File: src/rtl/sobel_pipe.sv
// sobel_pipe: three-stage pipelined Sobel gradient unit with selectable magnitude mode,
// quantised direction, valid/ready backpressure and a saturating edge-pixel counter.
module sobel_pipe #(
    parameter int unsigned PIX_W   = 8,
    parameter int unsigned OUT_W   = 8,
    parameter int unsigned COUNT_W = 20
) (
    input  logic                 clk,
    input  logic                 reset,
    input  logic [9*PIX_W-1:0]   win_data,
    input  logic                 win_valid,
    output logic                 win_ready,
    input  logic [1:0]           mode,
    input  logic [OUT_W-1:0]     threshold,
    output logic [OUT_W-1:0]     mag_data,
    output logic [1:0]           mag_dir,
    output logic                 mag_valid,
    input  logic                 mag_ready,
    input  logic                 count_clear,
    output logic [COUNT_W-1:0]   edge_count
);
    localparam int unsigned GW = PIX_W + 3;
    localparam int unsigned AW = PIX_W + 2;
    localparam int unsigned CW = (GW > OUT_W) ? GW : OUT_W;

    typedef enum logic [1:0] {
        MODE_L1      = 2'd0,
        MODE_MAX     = 2'd1,
        MODE_MAXHALF = 2'd2,
        MODE_THRESH  = 2'd3
    } mode_e;

    function automatic logic signed [GW-1:0] ext(input logic [PIX_W-1:0] p);
        return $signed({3'b000, p});
    endfunction

    function automatic logic [OUT_W-1:0] clamp(input logic [GW-1:0] v);
        logic [CW-1:0] e;
        logic [CW-1:0] lim;
        e              = CW'(v);
        lim            = '0;
        lim[OUT_W-1:0] = '1;
        return (e > lim) ? lim[OUT_W-1:0] : e[OUT_W-1:0];
    endfunction

    logic                    w_adv;
    logic [PIX_W-1:0]        w_p [9];
    logic                    w_unused_center;
    logic signed [GW-1:0]    w_gx, w_gy;
    logic [AW-1:0]           w_ax, w_ay;
    logic [1:0]              w_dir;
    logic [AW-1:0]           w_mx, w_mn;
    logic [GW-1:0]           w_l1, w_mh;
    logic [OUT_W-1:0]        w_l1c;
    logic                    w_edge;
    logic [OUT_W-1:0]        w_mag;

    logic                    r_v1, r_v2, r_v3;
    logic signed [GW-1:0]    r_gx, r_gy;
    logic [1:0]              r_m1, r_m2;
    logic [OUT_W-1:0]        r_t1, r_t2;
    logic [AW-1:0]           r_ax, r_ay;
    logic [1:0]              r_dir2, r_dir3;
    logic [OUT_W-1:0]        r_mag;
    logic                    r_edge3;
    logic [COUNT_W-1:0]      r_cnt;

    // Whole pipeline moves in lockstep, so bubbles are preserved under stall.
    assign w_adv     = !r_v3 || mag_ready;
    assign win_ready = w_adv;

    always_comb begin
        for (int unsigned k = 0; k < 9; k++) begin
            w_p[k] = win_data[k*PIX_W +: PIX_W];
        end
    end

    // The centre pixel carries zero weight in both kernels.
    assign w_unused_center = ^w_p[4];

    assign w_gx = (ext(w_p[2]) + (ext(w_p[5]) <<< 1) + ext(w_p[8]))
                - (ext(w_p[0]) + (ext(w_p[3]) <<< 1) + ext(w_p[6]));
    assign w_gy = (ext(w_p[6]) + (ext(w_p[7]) <<< 1) + ext(w_p[8]))
                - (ext(w_p[0]) + (ext(w_p[1]) <<< 1) + ext(w_p[2]));

    assign w_ax = AW'(r_gx[GW-1] ? -r_gx : r_gx);
    assign w_ay = AW'(r_gy[GW-1] ? -r_gy : r_gy);

    always_comb begin
        w_dir = 2'd0;
        if ({w_ay, 1'b0} <= {1'b0, w_ax}) begin
            w_dir = 2'd0;
        end else if ({w_ax, 1'b0} <= {1'b0, w_ay}) begin
            w_dir = 2'd2;
        end else if (r_gx[GW-1] == r_gy[GW-1]) begin
            w_dir = 2'd1;
        end else begin
            w_dir = 2'd3;
        end
    end

    assign w_mx   = (r_ax > r_ay) ? r_ax : r_ay;
    assign w_mn   = (r_ax > r_ay) ? r_ay : r_ax;
    assign w_l1   = GW'(r_ax) + GW'(r_ay);
    assign w_mh   = GW'(w_mx) + GW'(w_mn >> 1);
    assign w_l1c  = clamp(w_l1);
    assign w_edge = (w_l1c >= r_t2);

    always_comb begin
        w_mag = '0;
        case (mode_e'(r_m2))
            MODE_L1:      w_mag = w_l1c;
            MODE_MAX:     w_mag = clamp(GW'(w_mx));
            MODE_MAXHALF: w_mag = clamp(w_mh);
            MODE_THRESH:  w_mag = w_edge ? '1 : '0;
            default:      w_mag = '0;
        endcase
    end

    always_ff @(posedge clk) begin
        if (!reset) begin
            r_v1    <= 1'b0;
            r_gx    <= '0;
            r_gy    <= '0;
            r_m1    <= '0;
            r_t1    <= '0;
            r_v2    <= 1'b0;
            r_ax    <= '0;
            r_ay    <= '0;
            r_dir2  <= '0;
            r_m2    <= '0;
            r_t2    <= '0;
            r_v3    <= 1'b0;
            r_mag   <= '0;
            r_dir3  <= '0;
            r_edge3 <= 1'b0;
        end else if (w_adv) begin
            r_v1    <= win_valid;
            r_gx    <= w_gx;
            r_gy    <= w_gy;
            r_m1    <= mode;
            r_t1    <= threshold;
            r_v2    <= r_v1;
            r_ax    <= w_ax;
            r_ay    <= w_ay;
            r_dir2  <= w_dir;
            r_m2    <= r_m1;
            r_t2    <= r_t1;
            r_v3    <= r_v2;
            r_mag   <= w_mag;
            r_dir3  <= r_dir2;
            r_edge3 <= w_edge;
        end
    end

    always_ff @(posedge clk) begin
        if (!reset) begin
            r_cnt <= '0;
        end else if (count_clear) begin
            r_cnt <= '0;
        end else if (r_v3 && mag_ready && r_edge3 && (r_cnt != '1)) begin
            r_cnt <= r_cnt + COUNT_W'(1);
        end
    end

    assign mag_valid  = r_v3;
    assign mag_data   = r_mag;
    assign mag_dir    = r_dir3;
    assign edge_count = r_cnt;

endmodule
File: config.mk
export PLATFORM = sky130hd
export DESIGN_NAME = sobel_pipe
export DESIGN_NICKNAME = d
export VERILOG_FILES = /design/src/rtl/sobel_pipe.sv
export SDC_FILE = /design/constraint.sdc
export NUM_CORES = 1
export LEC_CHECK = 0
export CORE_MARGIN = 1
export CORE_UTILIZATION = 60
export CTS_BUF_LIST = sky130_fd_sc_hd__clkbuf_4
export CTS_CLUSTER_SIZE = 16
export DETAILED_ROUTE_END_ITERATION = 8
export PLACE_DENSITY = 0.85
export SLEW_MARGIN = 30
export SYNTH_ARGS = -nofsm -noshare
export SYNTH_HDL_FRONTEND = slang
export SYNTH_SLANG_ARGS = --single-unit
File: constraint.sdc
create_clock -name clk -period 8.7 [get_ports clk]
set_input_delay 1.305 -clock clk [delete_from_list [all_inputs] [get_ports clk]]
set_output_delay 1.305 -clock clk [all_outputs]
set_load 0.1 [all_outputs]
==> results of run 1 <==
## cell usage in the layout, fill, tap and decap left out, types with 10 or more instances in the layout
cell / n
and3_1: 12
nor3_1: 17
a21o_1: 12
xnor2_1: 14
nor2b_1: 15
fa_1: 64
a211oi_1: 28
clkdlybuf4s50_1: 108
inv_1: 120
a21oi_1: 62
dfxtp_1: 98
nand3_1: 28
o21ai_0: 36
xor2_1: 35
ha_1: 82
nand2_1: 118
nor2_1: 71
or3_1: 10
nand4_1: 16
## kinds of logic (layout without fill, tap and decap cells)
group / after synthesis / in the layout / synth area share [%]
flops: 98 / 98 / 23.6
compound gates: 204 / 204 / 16.2
xor+xnor: 50 / 50 / 5.36
simple gates: 319 / 319 / 18.0
buf+inv: 159 / 253 / 7.23
fa+ha+maj: 146 / 146 / 27.8
mux: 14 / 14 / 1.82
## worst max-delay path by stage
stage,start,end,cells past startpoint,slack (ns)
CTS,r_ay[4],mag_data[0],17,3.73
floorplan,win_data[25],r_gx[9],13,4.15
finish,r_ay[6],mag_data[0],17,3.65
global route,r_ay[7],mag_data[1],17,3.24
global placement,win_data[18],r_gy[9],14,3.30
detailed placement,win_data[18],r_gy[9],14,3.24
## layout make-up
type | count | share of cell area, %
multi-input combinational | 733 | 59.5
sequential | 98 | 20.3
timing repair buffer | 115 | 11.7
inverter | 122 | 4.73
tap | 176 | 2.27
clock inverter | 7 | 0.930
clock buffer | 9 | 0.698
## critical path: stages (launching register included)
cell,delay (ns)
dfxtp_1,0.42
inv_1,0.07
ha_1,0.44
nand4_1,0.20
a211oi_1,0.37
a2111oi_2,0.12
nor2_1,0.50
buf_4,0.32
mux2_2,0.35
ha_1,0.22
fa_1,0.43
a211oi_1,0.29
o21ai_0,0.17
o31ai_1,0.24
a31o_2,0.18
o2111ai_1,0.16
a221oi_1,0.36
nor3_1,0.08
## through the flow
stage	hold WS [ns]	area (um2)	total power, uW	worst slack, ns	instances
final	0.462	9680	3710	3.65	1260
after global routing	0.466	9680	4070	3.24	1260
after CTS	0.465	9690	3670	3.73	1260
after detailed placement	0.443	9530	3380	3.24	1244
after global placement	0.439	9530	3310	3.30	1244
after floorplan	0.432	8310	2770	4.15	990
## registers in the layout, summed over array words and instances (netlist names), 2 cells and up
name	flops
r_gx	11
r_m2	2
r_ax	10
r_t2	8
edge_count	20
r_gy	11
r_m1	2
r_t1	8
mag_dir	2
mag_data	8
r_dir2	2
r_ay	10
## power by group
group,leakage [uW],total (uW),internal (uW),switching [uW]
Sequential,0.000809,709,568,142
Clock,0.0000869,268,96.4,172
Combinational,0.00338,2730,1130,1600
## metal layers
layer	vias up	wire [um]	part of all wire, %	GRT usage [%]
met5	-	0	0	0
met4	0	262	1.4	6.72
met3	28	1160	6.3	5.04
met2	203	8570	46	45.1
met1	3345	8520	46	37.8
li1	3544	-	-	-
==> results.py, run 1 <==
metrics = {
    "clocking": {
        "cts_sinks": 98,
        "postCtsSetupBuffers": 0,
        "clock_latency_ns": 0.47,
        "clk_transition_reported_paths_ns": 0.16,
        "htree_levels": 3,
        "numCtsBuffers": 9,
        "cts.repair.resized": 0,
        "cts_tree": "done",
        "clockRootBuffer": "clkbuf_4",
        "hold_buffers": 0,
        "clk_path_buf_depth": 2,
    },
    "run": {
        "drv_cap": 0,
    },
    "routing": {
        "vias_per_cell": 5.65,
        "drt-wirelength-per-cell_um": 14.7,
        "num_vias": 7120,
        "drtAntennaViolNets": 0,
        "dr.pass1.iters": 7,
        "drtIter0Drc": 467,
        "totalWireLength_um": 18500,
        "drc": 0,
    },
    "floorplan": {
        "start_util_pct": 62.0,
        "die-area_um2": 14300,
        "rows": 42,
        "die_x_um": 120,
        "die_h_um": 120,
        "ios": 119,
        "coreArea_um2": 13400,
    },
    "sta": {
        "tns_ns": 0,
        "setup-violations-final": 0,
        "worst_pin_slew_ns": 1.01,
        "max_freq_mhz": 198,
        "slew_violations": 0,
        "rsz0062_at_grt": "no",
        "slew_headroom_pct": 32.2,
        "min_period_ns": 5.05,
        "period_share_pct": 58.0,
        "hold_violations": 0,
        "fin_worst_skew_ns": 0.0224,
    },
    "final_layout": {
        "nets": 1312,
        "fillers": 1056,
        "multi_input_area_um2": 5760,
        "diodes": 0,
        "utilization_pct": 72.3,
        "drive_gt1_share_pct": 4.43,
        "register_area_um2": 1960,
        "area_growth_pct": 16.5,
    },
    "global_routing": {
        "grt_pass1_vias": 7128,
        "antenna_found_initial": 0,
        "grt_pass1_wl_um": 32400,
        "grt_overflow": 0,
        "grt_max_degree": 71,
        "track_usage_pct": 27.6,
    },
    "synth": {
        "synth_seq_cells": 98,
        "yosysSeqAreaShare_pct": 23.6,
        "synthFlopType": "dfxtp_1",
        "synth_top_cell_by_area": "dfxtp_1",
        "synth_area_per_cell_um2": 8.39,
        "netlist_area_um2": 8310,
        "yosys-top-cells-count": "inv_1, nand2_1, dfxtp_1, ha_1, nor2_1",
        "synthCells": 990,
        "yosysUniqueCellTypes": 62,
        "async_flop_share_pct": 0,
        "yosysMostFrequentCell": "inv_1",
        "yosys_warnings": 0,
        "synth_nets": 1223,
        "ys_top_cells_by_area": "dfxtp_1, fa_1, ha_1, inv_1, nand2_1",
        "synth_top_area_share_pct": 23.6,
        "synth_edf_count": 0,
    },
    "setup_path": {
        "critPathArrivalTime_ns": 5.39,
        "r2r-end": "mag_data[0]",
        "rrSetupSlack_ns": 3.65,
        "timing.rr.start": "r_ay[6]",
        "startpoint_type": "flop",
        "critical_path_class": "reg2reg",
        "reg2reg_depth": 17,
        "worstPathRequired_ns": 9.04,
        "endpoint_kind": "flop",
        "cp_max_fo": 16,
    },
    "min_path": {
        "min_from": "r_t1[3]",
        "min_path_cells": 2,
        "min_path_type": "reg2reg",
        "hold-path-endpoint": "r_t1[3]",
    },
    "run_status": {
        "outcome": "complete, no violations",
    },
    "place": {
        "dpl.hpwl_um": 14600,
        "io_buffer_count": 110,
        "routabilityCongestion": 0.931,
    },
    "power_and_ir_drop": {
        "p_per_area_nw_per_um2": 383,
        "cellLeakagePower_uw": 0.00428,
        "peakVddDrop_mv": 0.182,
    },
}
Note: power is estimated with default switching activity, not from simulation.
==> inputs of run 2 (changes only) <==
--- a/config.mk
+++ b/config.mk
@@ -6,11 +6,11 @@
 export NUM_CORES = 1
 export LEC_CHECK = 0
 export CORE_MARGIN = 1
-export CORE_UTILIZATION = 60
+export CORE_UTILIZATION = 57
 export CTS_BUF_LIST = sky130_fd_sc_hd__clkbuf_4
 export CTS_CLUSTER_SIZE = 16
 export DETAILED_ROUTE_END_ITERATION = 8
-export PLACE_DENSITY = 0.85
+export PLACE_DENSITY = 0.81
 export SLEW_MARGIN = 30
 export SYNTH_ARGS = -nofsm -noshare
 export SYNTH_HDL_FRONTEND = slang
==> constraint.sdc (replaced) <==
create_clock -name clk -period 5 [get_ports clk]
set_input_delay 0.75 -clock clk [delete_from_list [all_inputs] [get_ports clk]]
set_output_delay 0.75 -clock clk [all_outputs]
set_load 0.1 [all_outputs]
==> run 2 against run 1 <==
Clock skew is 0.0026 ns lower. Core utilization is 3.1 points lower. Register-to-register slack worse by 3.2 ns. Via count is 0.44% higher. Sequential power is 73% higher. Critical path type unchanged. Total power is 75% higher. Largest power group unchanged. Final area is 0.35% higher. Wire length is 1.6% higher.
==> results.py, run 2 (synthesis results as in run 1) <==
metrics = {
    "sta": {
        "max_freq_mhz": 221,
        "fin_worst_skew_ns": 0.0197,
        "rsz0062_at_grt": "no",
        "hold_violations": 0,
        "period_share_pct": 90.7,
        "fin_hold_ws_ns": 0.461,
        "tns_ns": 0,
        "setup-violations-final": 0,
        "slew_headroom_pct": 32.3,
        "min_period_ns": 4.53,
        "slew_violations": 0,
        "worst_pin_slew_ns": 1.01,
    },
    "final_layout": {
        "diodes": 0,
        "fin_area_um2": 9720,
        "utilization_pct": 69.2,
        "nets": 1316,
        "mostFrequentLayoutCell": "inv_1",
        "area_growth_pct": 17.0,
        "largest_reg_flops": 20,
        "drive_gt1_share_pct": 5.06,
        "layout_common_cells": "inv_1, nand2_1, clkdlybuf4s50_1, dfxtp_1, ha_1",
    },
    "clocking": {
        "hold_buffers": 0,
        "cts_sinks": 98,
        "clk_transition_reported_paths_ns": 0.19,
        "cts_tree": "done",
        "numCtsBuffers": 9,
        "htree_levels": 3,
        "clock_latency_ns": 0.48,
        "postCtsSetupBuffers": 0,
        "clk_path_buf_depth": 2,
        "clockRootBuffer": "clkbuf_4",
    },
    "power_and_ir_drop": {
        "p_switching_uw": 3370,
        "swShare_pct": 52.0,
        "peakVddDrop_mv": 0.311,
        "cellLeakagePower_uw": 0.00429,
        "p_per_area_nw_per_um2": 667,
        "clkPwrFrac_pct": 6.9,
        "power_frac_seq_pct": 19.0,
        "pwr-share-comb_pct": 74.1,
        "cellInternalPower_uw": 3110,
    },
    "setup_path": {
        "crit_start": "r_ay[3]",
        "rrSetupSlack_ns": 0.47,
        "crit_path_end": "mag_data[6]",
        "r2r-end": "mag_data[6]",
        "reg2reg_depth": 17,
        "critPathArrivalTime_ns": 4.92,
        "timing.rr.start": "r_ay[3]",
        "worstPathRequired_ns": 5.39,
        "cp_max_fo": 8,
        "startpoint_type": "flop",
        "endpoint_kind": "flop",
        "critical_path_class": "reg2reg",
    },
    "global_routing": {
        "grt_pass1_vias": 6698,
        "grt_max_degree": 70,
        "antenna_found_initial": 0,
        "grt_overflow": 0,
        "track_usage_pct": 26.5,
        "grt_pass1_wl_um": 31800,
    },
    "routing": {
        "drt-wirelength-per-cell_um": 14.8,
        "dr.pass1.iters": 5,
        "totalWireLength_um": 18800,
        "vias_per_cell": 5.64,
        "drc": 0,
        "drtIter0Drc": 451,
        "num_vias": 7151,
        "drtAntennaViolNets": 0,
    },
    "place": {
        "routabilityCongestion": 0.931,
        "io_buffer_count": 110,
        "dpl.hpwl_um": 14700,
        "place_area_um2": 9570,
    },
    "min_path": {
        "min_from": "r_t2[1]",
        "min_path_type": "reg2reg",
    },
    "run": {
        "drv_cap": 0,
    },
    "run_status": {
        "outcome": "complete, no violations",
    },
    "floorplan": {
        "die_x_um": 123,
        "die_h_um": 123,
        "start_util_pct": 59.2,
        "ios": 119,
        "coreArea_um2": 14000,
        "die-area_um2": 15100,
        "rows": 43,
    },
}
run 2: cell types whose count changed in the layout (fill, tap and decap cells not counted), sizes merged:
cell	delta
inv	-3
buf	+4
bufinv	-1
clkdlybuf4s50	-1
clkinv	+4
clkbuf	+1
run 2: routing by layer:
metal	vias to the layer above	global-route usage, %	share of wire, %
met5	-	0	0
met2	196	42.5	46
met4	0	5.18	1.2
met3	20	5.81	6.7
li1	3557	-	-
met1	3378	36.9	46
run 2: critical path, stage by stage (launching register included):
cell       delay, ns
dfxtp_1         0.46
inv_1           0.10
ha_1            0.33
a21oi_1         0.16
o21ai_0         0.22
a2111oi_2       0.46
nor2_1          0.12
buf_4           0.18
mux2_2          0.27
ha_1            0.22
fa_1            0.44
a211oi_2        0.25
o21ai_0         0.18
nor3b_1         0.17
a31o_2          0.27
o211ai_2        0.15
nor3_1          0.11
o41ai_1         0.35
run 2: timing repair:
action                                 in CTS  in global routing
resized for setup                           0                  2
setup endpoints to repair                   0                  6
endpoints found under the hold margin       0                  0
run 2: how the worst min path moves through the flow:
| stage | end | cells past startpoint |
|---|---|---|
| global route | r_t1[6] | 2 |
| detailed placement | r_t2[3] | 2 |
| floorplan | r_t2[1] | 2 |
| global placement | r_t2[1] | 2 |
| finish | r_t2[1] | 2 |
| CTS | r_t2[1] | 2 |
run 2: layout make-up:
cell class	count	area, um2
Clock buffer	9	67.6
Clock inverter	7	81.3
Fill cell	1176	4320
Inverter	122	458
Multi-Input combinational cell	733	5770
Sequential cell	98	1960
Tap cell	180	225
Timing Repair Buffer	119	1160
run 2: power by group through the flow:
stage                     combinational [uW]  sequential [uW]  clock, uW
after floorplan                         3410             1400          0
after global placement                  4610             1230          0
after detailed placement                4690             1240          0
after CTS                               4740             1230        453
after global routing                    5360             1260        490
final                                   4800             1230        446
run 2: through the flow:
stage,power (uW),cells,worst slack (ns)
2_1_floorplan,4810,990,0.721
3_3_place_gp,5840,1252,0.196
3_5_place_dp,5930,1252,0.0698
4_1_cts,6420,1268,0.366
5_1_grt,7100,1268,0.0799
6_report,6480,1268,0.467
